--- config.mk ---
export PLATFORM = sky130hd
export DESIGN_NAME = apb_rr_arbiter
export DESIGN_NICKNAME = d
export VERILOG_FILES = /design/src/rtl/apb_rr_arbiter.sv
export SDC_FILE = /design/constraint.sdc
export NUM_CORES = 1
export LEC_CHECK = 0
export BUFFER_PORTS_ARGS = -buffer_cell sky130_fd_sc_hd__buf_2
export CORE_MARGIN = 8
export CORE_UTILIZATION = 35
export CTS_BUF_LIST = sky130_fd_sc_hd__clkbuf_8
export DETAILED_ROUTE_END_ITERATION = 10
export PLACE_DENSITY = 0.78
export RECOVER_POWER = 100
export SLEW_MARGIN = 10
export SYNTH_ARGS = -nofsm -noshare
export SYNTH_HDL_FRONTEND = slang
export SYNTH_SLANG_ARGS = --single-unit
--- constraint.sdc ---
create_clock -name clk -period 1.7 [get_ports clk]
set_input_delay 0 -clock clk [delete_from_list [all_inputs] [get_ports clk]]
set_output_delay 0 -clock clk [all_outputs]
set_load 0.01 [all_outputs]
--- src/rtl/apb_rr_arbiter.sv ---
// apb_rr_arbiter: round-robin sharing of one APB4 completer among NUM_MST requesters
module apb_rr_arbiter #(
  parameter int NUM_MST = 2,
  parameter int ADDR_W = 32,
  parameter int DATA_W = 32,
  parameter int TIMEOUT = 0,
  localparam int GW = NUM_MST > 1 ? $clog2(NUM_MST) : 1,
  localparam int SW = DATA_W / 8
) (
  input  logic                  clk,
  input  logic                  rst,
  input  logic [NUM_MST-1:0]    m_psel,
  input  logic [NUM_MST-1:0]    m_penable,
  input  logic [NUM_MST-1:0]    m_pwrite,
  input  logic [NUM_MST*ADDR_W-1:0] m_paddr,
  input  logic [NUM_MST*DATA_W-1:0] m_pwdata,
  input  logic [NUM_MST*SW-1:0] m_pstrb,
  input  logic [NUM_MST*3-1:0]  m_pprot,
  output logic [DATA_W-1:0]     m_prdata,
  output logic [NUM_MST-1:0]    m_pready,
  output logic [NUM_MST-1:0]    m_pslverr,
  output logic                  s_psel,
  output logic                  s_penable,
  output logic                  s_pwrite,
  output logic [ADDR_W-1:0]     s_paddr,
  output logic [DATA_W-1:0]     s_pwdata,
  output logic [SW-1:0]         s_pstrb,
  output logic [2:0]            s_pprot,
  input  logic [DATA_W-1:0]     s_prdata,
  input  logic                  s_pready,
  input  logic                  s_pslverr,
  output logic                  busy,
  output logic [GW-1:0]         grant_idx
);
  localparam int CW = TIMEOUT > 1 ? $clog2(TIMEOUT) : 1;
  typedef enum logic [1:0] {IDLE, SETUP, ACCESS} state_t;
  state_t state_q, state_d;
  logic [GW-1:0] ptr_q, grant_q, off, win;
  logic [GW:0] sum;
  logic [NUM_MST-1:0] rot;
  logic [CW-1:0] wd_q;
  logic pwrite_q;
  logic [ADDR_W-1:0] paddr_q;
  logic [DATA_W-1:0] pwdata_q;
  logic [SW-1:0] pstrb_q;
  logic [2:0] pprot_q;
  logic expire, done, fin, penable_unused;
  logic [ADDR_W-1:0] addr_a [NUM_MST];
  logic [DATA_W-1:0] wdata_a [NUM_MST];
  logic [SW-1:0] strb_a [NUM_MST];
  logic [2:0] prot_a [NUM_MST];
  for (genvar i = 0; i < NUM_MST; i++) begin : g_unpack
    assign addr_a[i] = m_paddr[i*ADDR_W +: ADDR_W];
    assign wdata_a[i] = m_pwdata[i*DATA_W +: DATA_W];
    assign strb_a[i] = m_pstrb[i*SW +: SW];
    assign prot_a[i] = m_pprot[i*3 +: 3];
  end
  assign penable_unused = ^m_penable;
  assign rot = NUM_MST'({m_psel, m_psel} >> ptr_q);
  always_comb begin
    off = '0;
    for (int k = NUM_MST - 1; k >= 0; k--) if (rot[k]) off = GW'(k);
  end
  assign sum = {1'b0, ptr_q} + {1'b0, off};
  assign win = sum >= (GW+1)'(NUM_MST) ? GW'(sum - (GW+1)'(NUM_MST)) : GW'(sum);
  assign expire = TIMEOUT > 0 && wd_q == CW'(TIMEOUT - 1) && !s_pready;
  assign done = state_q == ACCESS && (s_pready || expire) && !rst;
  assign fin = done && m_psel[grant_q];
  always_ff @(posedge clk) begin
    if (rst) begin
      state_q <= IDLE;
      ptr_q <= '0;
      grant_q <= '0;
      wd_q <= '0;
      pwrite_q <= 1'b0;
      paddr_q <= '0;
      pwdata_q <= '0;
      pstrb_q <= '0;
      pprot_q <= '0;
    end else begin
      state_q <= state_d;
      if (state_q == IDLE && |m_psel) begin
        grant_q <= win;
        pwrite_q <= m_pwrite[win];
        paddr_q <= addr_a[win];
        pwdata_q <= wdata_a[win];
        pstrb_q <= strb_a[win];
        pprot_q <= prot_a[win];
      end
      if (done) ptr_q <= grant_q == GW'(NUM_MST - 1) ? '0 : grant_q + GW'(1);
      wd_q <= state_q == ACCESS ? wd_q + CW'(!s_pready) : '0;
    end
  end
  always_comb begin
    state_d = state_q == IDLE ? (|m_psel ? SETUP : IDLE) :
              state_q == SETUP ? ACCESS : (done ? IDLE : ACCESS);
  end
  always_comb begin
    m_pready = '0;
    m_pslverr = '0;
    m_pready[grant_q] = fin;
    m_pslverr[grant_q] = fin && (expire || s_pslverr);
    m_prdata = fin && !expire ? s_prdata : '0;
  end
  assign s_psel = state_q != IDLE;
  assign s_penable = state_q == ACCESS;
  assign busy = state_q != IDLE;
  assign grant_idx = grant_q;
  assign s_pwrite = pwrite_q;
  assign s_paddr = paddr_q;
  assign s_pwdata = pwdata_q;
  assign s_pstrb = pstrb_q;
  assign s_pprot = pprot_q;
endmodule

==> flow_metrics.py <==
metrics = {
    "finish": {
        "nFillCells": 1210,
        "fin_area_um2": 6520,
        "nets": 940,
        "area_growth_pct": 46.5,
        "seq_area_um2": 1530,
        "diodes": 0,
        "multi_input_area_um2": 2670,
        "final_util_pct": 52.1,
        "drive_above_1_share_pct": 43.1,
    },
    "pwr": {
        "p_leak_nw": 2.45,
        "powerDensity_nw_per_um2": 796,
        "power.total_mw": 5.19,
        "ir_drop_mv": 0.545,
    },
    "detailed_routing": {
        "via_count": 5739,
        "drc": 0,
        "ant_nets": 0,
        "routed_via_density": 6.15,
        "drtIter0Drc": 461,
        "wl_mm": 20.6,
        "wl_per_cell_um": 22.1,
        "drt_first_pass_iters": 5,
    },
    "critical_path": {
        "crit_path_frequent_cell": "buf_6",
        "slowest_delay_ns": 0.32,
        "r2r_start": "state_q[0]",
        "worstSetupStartpointType": "flop",
        "crit_path_top_delay_cell": "dfxtp_2",
        "cpLargestDelayFamily": "simple AND/OR/NAND/NOR gates",
        "path_buf_inv": 3,
        "cp-end-kind": "output port",
        "crit_chain": "nand3b_1 -> a211oi_4 -> buf_6 -> buf_6 -> and2_4 -> buf_6",
        "cp_max_fo": 8,
        "crit_type": "flop to output port",
        "cp.required_ns": 1.70,
        "setup.worst_path.start": "state_q[0]",
        "cp.arrival_ns": 1.69,
    },
    "clocking": {
        "clkTransAtPathRegs_ns": 0.08,
        "worstSkewPairLatency_ns": 0.35,
        "clockBufferDepth": 2,
        "numCtsBuffers": 9,
        "cts_sinks": 76,
        "cts_root_buf": "clkbuf_8",
        "cts_max_level": 3,
        "cts_tree": "built",
    },
    "global_route": {
        "grt_max_degree": 73,
        "grt_usage_pct": 23.0,
        "grt_overflow": 0,
        "grt_pass1_vias": 5595,
        "grt_pass1_wl_mm": 30.6,
        "antenna_found_initial": 1,
    },
    "synthesis": {
        "ys_top_cells_by_area": "dfxtp_1, a2111oi_0, nor4_1",
        "synth_seq_area_share_pct": 34.2,
        "synth_top_cell_by_area": "dfxtp_1",
        "ys_warn_count": 0,
        "synth_seq_cells": 76,
        "syn_inst": 511,
        "yosysUniqueCellTypes": 25,
        "syn-num-nets": 695,
        "synth_top_cell_area_share_pct": 34.2,
        "syn_area_per_cell_um2": 8.71,
        "netlist_area_um2": 4450,
    },
    "min_path": {
        "hold_path.class": "input pin to flop",
        "hold_path_startpoint": "m_paddr[31]",
    },
    "place": {
        "portBuffers": 293,
        "hpwl_mm": 13.7,
        "gp_congestion": 0.797,
        "place_area_um2": 6010,
    },
    "sta": {
        "finalHoldWorstSlack_ns": 0.0239,
        "fmaxAchievable_mhz": 592,
        "final_hold_viol_count": 0,
        "timing.setup.tns_ns": 0,
        "tightest_slew_ns": 0.591,
        "layout_worst_path_cycle_share_pct": 99.4,
        "maxSlewHeadroom_pct": 60.6,
        "final-setup-viol-count": 0,
        "final_max_slew_viol_count": 0,
        "min_period_ns": 1.69,
        "rsz0062_at_grt": "yes",
        "skew_ns": 0.00956,
    },
    "floorplanning": {
        "die_area_um2": 16600,
        "core_um2": 12500,
        "start_util_pct": 35.6,
        "die_w_um": 129,
        "fp.dieH_um": 129,
        "io_pins": 296,
        "std_cell_rows": 41,
    },
    "outcome": {
        "status": "completed",
    },
    "flow_run": {
        "max_cap_viol_count": 0,
    },
}
## cell usage after synthesis (all sizes together)
cell type	instances
a2111oi	144
dfxtp	76
a21oi	74
nor4	72
clkbuf	64
and2	34
buf	26
inv	4
nor2	3
nor3	3
nor2b	2
a211oi	1
clkinv	1
mux2i	1
nand2	1
nand2b	1
nand3b	1
o211ai	1
o21ai	1
or2	1
## per-stage QoR
stage / std cells / worst slack (ns)
2_1_floorplan: 511 / 0.334
3_3_place_gp: 910 / 0.221
3_5_place_dp: 910 / 0.164
4_1_cts: 933 / -0.0905
5_1_grt: 933 / -0.0945
6_report: 933 / 0.0106
## sequential cells by signal, summed over array words and instances (netlist names)
register,count
grant_idx,1
ptr_q,1
s_paddr,32
s_pprot,3
s_pstrb,4
s_pwdata,32
s_pwrite,1
state_q,2
## repair_timing
action,4_1_cts,5_1_grt
hold buffers,1,0
endpoints found under the setup margin,32,52
pin swaps,29,1
buffers inserted,3,1
resized for setup,53,56
endpoints found under the hold margin,1,0
cloned,3,0
## cells in the final DEF (no fill, tap or decap), types with 2 or more instances in the layout
cell,count
clkbuf_1,74
buf_12,6
nor3_1,3
buf_4,20
dfxtp_1,72
a2111oi_1,23
a2111oi_0,95
nor2_1,2
inv_2,3
nor4_1,72
nor2b_1,2
a21oi_1,74
buf_6,31
and2_4,27
a2111oi_2,26
clkinv_2,3
and2_1,7
dfxtp_2,4
inv_1,2
bufinv_16,2
buf_2,191
clkbuf_8,10
## routing by layer
metal | up-vias | GRT usage, % | part of all wire [%]
met2 | 383 | 38.9 | 49
met4 | 2 | 11.4 | 2.9
li1 | 2629 | - | -
met1 | 2674 | 26.6 | 38
met5 | - | 0 | 0.063
met3 | 51 | 5.63 | 9.3
## worst reg2reg max path, cell delays in order (launching register included)
cell	delay, ns
dfxtp_2	0.32
buf_4	0.14
nor2_4	0.16
buf_4	0.50
a21oi_1	0.15
nor4_1	0.21
## final timing paths
check | end | slack [ns] | cells after the start
worst max-delay path | m_prdata[18] | 0.01 | 6
worst min-delay path | s_paddr[31] | 0.02 | 3
worst max register to register | s_pwdata[2] | 0.12 | 5
worst min register to register | s_pwdata[20] | 0.51 | 2
## power by group
part / switching [mW] / internal (mW) / total, mW
Combinational: 0.958 / 0.584 / 1.54
Clock: 0.686 / 0.855 / 1.54
Sequential: 0.115 / 2.00 / 2.11
Total: 1.76 / 3.43 / 5.19
## final cells by class
| class | instances | area share, % |
|---|---|---|
| Timing Repair Buffer | 324 | 28.8 |
| Multi-Input combinational cell | 340 | 40.9 |
| Sequential cell | 76 | 23.4 |
| Inverter | 5 | 0.326 |
| Clock inverter | 6 | 1.21 |
| Clock buffer | 10 | 2.11 |
| Tap cell | 172 | 3.30 |
## cells by family (layout without fill, tap and decap cells)
| family | Yosys count | in the layout | share of synthesized area [%] |
|---|---|---|---|
| compound gates | 221 | 221 | 40.0 |
| buf+inv | 95 | 345 | 9.30 |
| mux | 1 | 1 | 0.225 |
| simple gates | 118 | 118 | 16.3 |
| flops | 76 | 76 | 34.2 |
Note: power is estimated with default switching activity, not from simulation.
